<file path="src/rtl/spi_pkg.sv">
// rtl/spi_pkg.sv - shared FSM encoding and parameter defaults for the SPI master
//
// Contents:
//   DATA_WIDTH_DEFAULT  default bits per SPI frame
//   CLK_DIV_DEFAULT     default clk cycles per SCLK half-period
//   spi_state_e         controller state encoding
//   divider_active()    states in which the SCLK half-period divider runs
package spi_pkg;

  localparam int unsigned DATA_WIDTH_DEFAULT = 8;
  localparam int unsigned CLK_DIV_DEFAULT    = 4;

  typedef enum logic [2:0] {
    IDLE   = 3'd0,
    SETUP  = 3'd1,
    SHIFT  = 3'd2,
    FINISH = 3'd3,
    HOLD   = 3'd4
  } spi_state_e;

  // The divider counts only while a timed phase is in progress; in IDLE and
  // FINISH it is held cleared so every timed phase starts from count zero.
  function automatic logic divider_active(input spi_state_e s);
    return (s == SETUP) || (s == SHIFT) || (s == HOLD);
  endfunction

endpackage

</file>
<file path="src/rtl/spi_sclk_div.sv">
// rtl/spi_sclk_div.sv - SCLK half-period counter with rise/fall strobes
//
// Ports:
//   clk, rst      system clock, synchronous active-high reset
//   en_i          count enable (SETUP, SHIFT, HOLD); counter clears when low
//   sclk_en_i     SCLK toggling phase active (SHIFT); phase clears when low
//   half_tick_o   last cycle of the current half-period
//   rise_tick_o   half-period end that raises SCLK
//   fall_tick_o   half-period end that lowers SCLK
module spi_sclk_div #(
  parameter int unsigned CLK_DIV = 4
) (
  input  logic clk,
  input  logic rst,
  input  logic en_i,
  input  logic sclk_en_i,
  output logic half_tick_o,
  output logic rise_tick_o,
  output logic fall_tick_o
);

  localparam int unsigned CNT_W = (CLK_DIV > 1) ? $clog2(CLK_DIV) : 1;
  localparam logic [CNT_W-1:0] CNT_MAX = CNT_W'(CLK_DIV - 1);

  logic [CNT_W-1:0] cnt_q, cnt_d;
  logic             phase_q, phase_d;
  logic             half_end;

  always_comb begin
    half_end = en_i && (cnt_q == CNT_MAX);

    cnt_d = '0;
    if (en_i && !half_end) begin
      cnt_d = cnt_q + 1'b1;
    end

    // phase 0: SCLK low half (ends in a rise), phase 1: SCLK high half
    // (ends in a fall). Each SHIFT begins in the low half, which doubles as
    // MOSI setup time for back-to-back frames.
    phase_d = 1'b0;
    if (sclk_en_i) begin
      phase_d = half_end ? ~phase_q : phase_q;
    end
  end

  always_ff @(posedge clk) begin
    if (rst) begin
      cnt_q   <= '0;
      phase_q <= 1'b0;
    end else begin
      cnt_q   <= cnt_d;
      phase_q <= phase_d;
    end
  end

  assign half_tick_o = half_end;
  assign rise_tick_o = half_end && sclk_en_i && !phase_q;
  assign fall_tick_o = half_end && sclk_en_i &&  phase_q;

endmodule

</file>
<file path="src/rtl/spi_master_core.sv">
// rtl/spi_master_core.sv - SPI mode 0 master between a TX FIFO and an RX FIFO
//
// Ports:
//   clk, rst     system clock, synchronous active-high reset
//   tx_data      TX FIFO head word (first-word fall-through)
//   tx_empty     TX FIFO empty flag
//   tx_rd_en     TX FIFO pop strobe (combinational)
//   rx_data      last received frame
//   rx_wr_en     RX FIFO push strobe, one cycle
//   rx_full      RX FIFO full flag
//   sclk         SPI clock, idles low
//   mosi         serial data out, MSB first
//   miso         serial data in, assumed synchronous to clk
//   cs_n         chip select, active low
//   busy         controller not in IDLE
//   rx_overflow  one-cycle pulse when a received frame is dropped
module spi_master_core
  import spi_pkg::*;
#(
  parameter int unsigned DATA_WIDTH = DATA_WIDTH_DEFAULT,
  parameter int unsigned CLK_DIV    = CLK_DIV_DEFAULT
) (
  input  logic                  clk,
  input  logic                  rst,
  input  logic [DATA_WIDTH-1:0] tx_data,
  input  logic                  tx_empty,
  output logic                  tx_rd_en,
  output logic [DATA_WIDTH-1:0] rx_data,
  output logic                  rx_wr_en,
  input  logic                  rx_full,
  output logic                  sclk,
  output logic                  mosi,
  input  logic                  miso,
  output logic                  cs_n,
  output logic                  busy,
  output logic                  rx_overflow
);

  localparam int unsigned BIT_W = $clog2(DATA_WIDTH) + 1;
  localparam logic [BIT_W-1:0] LAST_BIT = BIT_W'(DATA_WIDTH - 1);

  spi_state_e            state_q, state_d;
  logic [DATA_WIDTH-1:0] tx_sh_q, tx_sh_d;
  logic [DATA_WIDTH-1:0] rx_sh_q, rx_sh_d;
  logic [BIT_W-1:0]      bit_cnt_q, bit_cnt_d;
  logic                  sclk_q, sclk_d;
  logic                  mosi_q, mosi_d;
  logic                  cs_n_q, cs_n_d;
  logic                  busy_q, busy_d;
  logic [DATA_WIDTH-1:0] rx_data_q, rx_data_d;
  logic                  rx_wr_en_q, rx_wr_en_d;
  logic                  rx_ovf_q, rx_ovf_d;

  logic half_tick;
  logic rise_tick;
  logic fall_tick;
  logic pop;

  spi_sclk_div #(
    .CLK_DIV (CLK_DIV)
  ) u_sclk_div (
    .clk         (clk),
    .rst         (rst),
    .en_i        (divider_active(state_q)),
    .sclk_en_i   (state_q == SHIFT),
    .half_tick_o (half_tick),
    .rise_tick_o (rise_tick),
    .fall_tick_o (fall_tick)
  );

  // Words are only taken at frame boundaries; reset blocks the pop so a
  // held reset cannot drain the TX FIFO.
  assign pop = !rst && ((state_q == IDLE) || (state_q == FINISH)) && !tx_empty;

  always_comb begin
    state_d    = state_q;
    tx_sh_d    = tx_sh_q;
    rx_sh_d    = rx_sh_q;
    bit_cnt_d  = bit_cnt_q;
    sclk_d     = sclk_q;
    mosi_d     = mosi_q;
    cs_n_d     = cs_n_q;
    rx_data_d  = rx_data_q;
    rx_wr_en_d = 1'b0;
    rx_ovf_d   = 1'b0;

    unique case (state_q)
      IDLE: begin
        if (pop) begin
          tx_sh_d   = tx_data;
          mosi_d    = tx_data[DATA_WIDTH-1];
          bit_cnt_d = '0;
          cs_n_d    = 1'b0;
          state_d   = SETUP;
        end
      end

      SETUP: begin
        if (half_tick) begin
          state_d = SHIFT;
        end
      end

      SHIFT: begin
        if (rise_tick) begin
          sclk_d  = 1'b1;
          rx_sh_d = {rx_sh_q[DATA_WIDTH-2:0], miso};
        end else if (fall_tick) begin
          sclk_d    = 1'b0;
          tx_sh_d   = tx_sh_q << 1;
          mosi_d    = tx_sh_q[DATA_WIDTH-2];
          bit_cnt_d = bit_cnt_q + 1'b1;
          if (bit_cnt_q == LAST_BIT) begin
            state_d = FINISH;
          end
        end
      end

      FINISH: begin
        if (!rx_full) begin
          rx_data_d  = rx_sh_q;
          rx_wr_en_d = 1'b1;
        end else begin
          rx_ovf_d = 1'b1;
        end
        if (pop) begin
          // Back-to-back: the leading low half of SHIFT covers MOSI setup.
          tx_sh_d   = tx_data;
          mosi_d    = tx_data[DATA_WIDTH-1];
          bit_cnt_d = '0;
          state_d   = SHIFT;
        end else begin
          state_d = HOLD;
        end
      end

      HOLD: begin
        if (half_tick) begin
          cs_n_d  = 1'b1;
          state_d = IDLE;
        end
      end

      default: begin
        state_d = IDLE;
      end
    endcase

    busy_d = (state_d != IDLE);
  end

  always_ff @(posedge clk) begin
    if (rst) begin
      state_q    <= IDLE;
      tx_sh_q    <= '0;
      rx_sh_q    <= '0;
      bit_cnt_q  <= '0;
      sclk_q     <= 1'b0;
      mosi_q     <= 1'b0;
      cs_n_q     <= 1'b1;
      busy_q     <= 1'b0;
      rx_data_q  <= '0;
      rx_wr_en_q <= 1'b0;
      rx_ovf_q   <= 1'b0;
    end else begin
      state_q    <= state_d;
      tx_sh_q    <= tx_sh_d;
      rx_sh_q    <= rx_sh_d;
      bit_cnt_q  <= bit_cnt_d;
      sclk_q     <= sclk_d;
      mosi_q     <= mosi_d;
      cs_n_q     <= cs_n_d;
      busy_q     <= busy_d;
      rx_data_q  <= rx_data_d;
      rx_wr_en_q <= rx_wr_en_d;
      rx_ovf_q   <= rx_ovf_d;
    end
  end

  assign tx_rd_en    = pop;
  assign rx_data     = rx_data_q;
  assign rx_wr_en    = rx_wr_en_q;
  assign sclk        = sclk_q;
  assign mosi        = mosi_q;
  assign cs_n        = cs_n_q;
  assign busy        = busy_q;
  assign rx_overflow = rx_ovf_q;

endmodule

</file>
<file path="config.mk">
export PLATFORM = sky130hd
export DESIGN_NAME = spi_master_core
export DESIGN_NICKNAME = d
export VERILOG_FILES = /design/src/rtl/spi_pkg.sv /design/src/rtl/spi_sclk_div.sv /design/src/rtl/spi_master_core.sv
export SDC_FILE = /design/constraint.sdc
export NUM_CORES = 1
export LEC_CHECK = 0
export ABC_CLOCK_PERIOD_IN_PS = 2200
export CAP_MARGIN = 20
export CORE_AREA = 2 2 60 62
export DETAILED_ROUTE_END_ITERATION = 10
export DIE_AREA = 0 0 62 64
export PLACE_DENSITY_LB_ADDON = 0.1
export SLEW_MARGIN = 20
export SYNTH_ARGS = -nofsm -noshare
export SYNTH_HDL_FRONTEND = slang
export SYNTH_SLANG_ARGS = --single-unit
</file>
<file path="constraint.sdc">
create_clock -name clk -period 2.2 [get_ports clk]
set_clock_uncertainty 0.2 [all_clocks]
set_input_delay 0.44 -clock clk [delete_from_list [all_inputs] [get_ports clk]]
set_output_delay 0.44 -clock clk [all_outputs]
set_load 0.01 [all_outputs]
</file>
==> impl_metrics.yaml <==
run_status:
  status: "finished, final reports clean"
finish:
  instances_no_fill: 258
  fin_area_mm2: 0.002062
  nets: 226
  area_delta_synth_final_pct: 22.99
  num_antenna_cells: 0
  drive_gt1_share_pct: 15.57
global_route:
  grt_util_met3_pct: 5.668
  use_met2_pct: 28.91
  top_usage_layer: "met2"
  grtUsageMet1_pct: 20.74
  grt_overflow: 0
  grt_pass1_wl_um: 5168
  grt_max_degree: 33
  grt_antenna_before_repair: 0
  grt_pass1_vias: 1216
  track_usage_pct: 17.57
pwr:
  leakagePower_nw: 0.8040
  p_per_area_mw_per_mm2: 588.9
  total_power_mw: 1.214
  irDropWorstVdd_mv: 0.4001
synth:
  synth_nets: 193
  synthTopCellsByArea: "dfxtp_1 47%, mux2i_1 9.0%, nor2_1 6.3%, a211oi_2 5.2%, nand2_1 4.5%"
  async_reset_ff_share_pct: 0
  syn_area_mm2: 0.001677
  syn_area_per_cell_um2: 9.419
  synthFlopType: "dfxtp_1"
  synth-seq-area-share_pct: 46.57
  synth_cells: 178
  synth_top_area_cell: "dfxtp_1"
  yosysTopAreaCellShare_pct: 46.57
  synth_cell_types: 37
  ys_warn_count: 0
  synth_seq_cells: 39
  netlist_top_cells_count: "39 x dfxtp_1, 28 x nor2_1, 20 x nand2_1"
  synth-edff-count: 0
  yosysMostFrequentCell: "dfxtp_1"
clock_network:
  cts_setup_buffers: 0
  h-tree-depth: 2
  clock_latency_ps: 340
  clk_pin_slew_ps: 100
  root_buffer: "clkbuf_4"
  numCtsBuffers: 5
  cts_tree: "yes"
  cts_buffer_depth: 2
  clock-sinks: 39
die:
  placementRows: 21
  coreArea_mm2: 0.003284
  io_pins: 28
  die_area_mm2: 0.003968
  die_w_um: 62
  start_util_pct: 51.05
  die_h_um: 64
min_path:
  holdCritPathClass: "reg -> reg"
routing:
  route.antenna.remaining_nets: 0
  finalWirelength_um: 3126
  drt-initial-drc-count: 40
  drc: 0
  num_vias: 1298
  wl_per_cell_um: 12.12
  first_pass_iters: 5
  avgViaCountPerCell: 5.031
placed_design:
  gp_congestion: 0.7751
  dp_hpwl_um: 2231
  placed_cells: 250
  io_buffers: 27
  placed_cell_area_mm2: 0.002009
  pre_cts_slack_ps: -410.0
worst_setup_path:
  cp_max_fo: 2
  path_class: "in -> out"
  worstPathRequired_ps: 1560
  critPathCaptureType: "output pin"
  crit_path_max_incr_delay_ps: 420
  cp_data_arrival_time_ps: 1510
  cp_slowest_cell: "clkdlybuf4s50_1"
  crit_chain: "clkdlybuf4s50_1, or3_4, nor2_2, buf_2"
  cp-start-kind: "input pin"
sta:
  postLayoutSetupSlackWorst_ps: 46.85
  timing.fmax_mhz: 464.4
  hold_viol: 0
  finalSetupViolCount: 0
  worst_pin_slew_ps: 626.9
  fin_crit_ps: 2153
  grt_setup_unrepaired: "no"
  drv_slew: 0
  finalCritPeriodShare_pct: 97.87
  slew-limit-headroom_pct: 57.85
  tns_ps: 0
run:
  cap_violations: 0
worst max-delay path: cells and delay by family:
| family | cells | cell delay (ps) |
|---|---|---|
| simple gates | 2 | 510 |
| buf+inv | 2 | 560 |
final timing paths:
path / startpoint / end / slack [ps] / cells after the start
max reg2reg: u_sclk_div.cnt_q[0] / rx_sh_q[4] / 270 / 6
min: u_sclk_div.cnt_q[0] / u_sclk_div.cnt_q[0] / 230 / 1
min reg2reg: u_sclk_div.cnt_q[0] / u_sclk_div.cnt_q[0] / 230 / 1
max: rst / tx_rd_en / 50 / 4
report_power, final:
group          total, mW  leakage, nW  switching, mW  internal, mW
sequential         0.731        0.316        0.00858         0.722
combinational      0.135        0.459         0.0637        0.0710
clock              0.349       0.0293          0.224         0.125
total               1.21        0.804          0.297         0.918
layout by cell type, fill, tap and decap left out, types with 2 or more instances in the layout:
cell type        instances
dfxtp_1                 39
nor2_1                  27
clkdlybuf4s50_1         26
nand2_1                 20
mux2i_1                 15
a21oi_1                 13
buf_4                   11
a211oi_2                 7
inv_1                    5
clkbuf_4                 5
o21ai_0                  4
xor2_1                   4
nor2b_1                  3
nand3_1                  3
nor2_2                   2
or3_1                    2
nor3_1                   2
ha_1                     2
clkbuf_1                 2
state kept, by name, indices dropped and copies added (netlist names), 2 cells and up:
name and flops:
bit_cnt_q 4, rx_data 8, rx_sh_q 8, state_q 3, tx_sh_q 7, u_sclk_div.cnt_q 2
metrics by stage:
step	util (%)	hold WS (ps)
5_1_grt	62.78	247.8
6_report	62.78	225.9
4_1_cts	62.78	226.9
3_5_place_dp	61.18	210.4
3_3_place_gp	61.18	206.7
2_1_floorplan	-	199.2
final cells by class:
| class | count | area [um2] |
|---|---|---|
| Multi-Input combinational cell | 122 | 807.0 |
| Sequential cell | 39 | 780.7 |
| Clock inverter | 1 | 5.005 |
| Tap cell | 46 | 57.56 |
| Clock buffer | 7 | 45.04 |
| Timing Repair Buffer | 38 | 347.8 |
| Inverter | 5 | 18.77 |
| Fill cell | 296 | 1222 |
routing by layer:
metal,wire length (um),vias to the layer above
met5,0,-
met4,51,0
met3,138,5
met2,1493,22
met1,1443,599
li1,-,672
what timing repair did:
action                                 CTS  global route
endpoints found under the hold margin    0             0
setup endpoints to repair                1             0
hold buffers                             0             0
gates resized for setup                  6             0
logic make-up (layout without fill, tap and decap cells):
| group | after synthesis | after routing | synth area share (%) |
|---|---|---|---|
| mux | 15 | 15 | 8.955 |
| flops | 39 | 39 | 46.57 |
| compound gates | 32 | 32 | 15.37 |
| xor+xnor | 6 | 6 | 3.582 |
| simple gates | 67 | 67 | 18.28 |
| buf+inv | 17 | 51 | 5.746 |
| fa+ha+maj | 2 | 2 | 1.492 |
No activity file was read; power rests on OpenSTA's default activity.
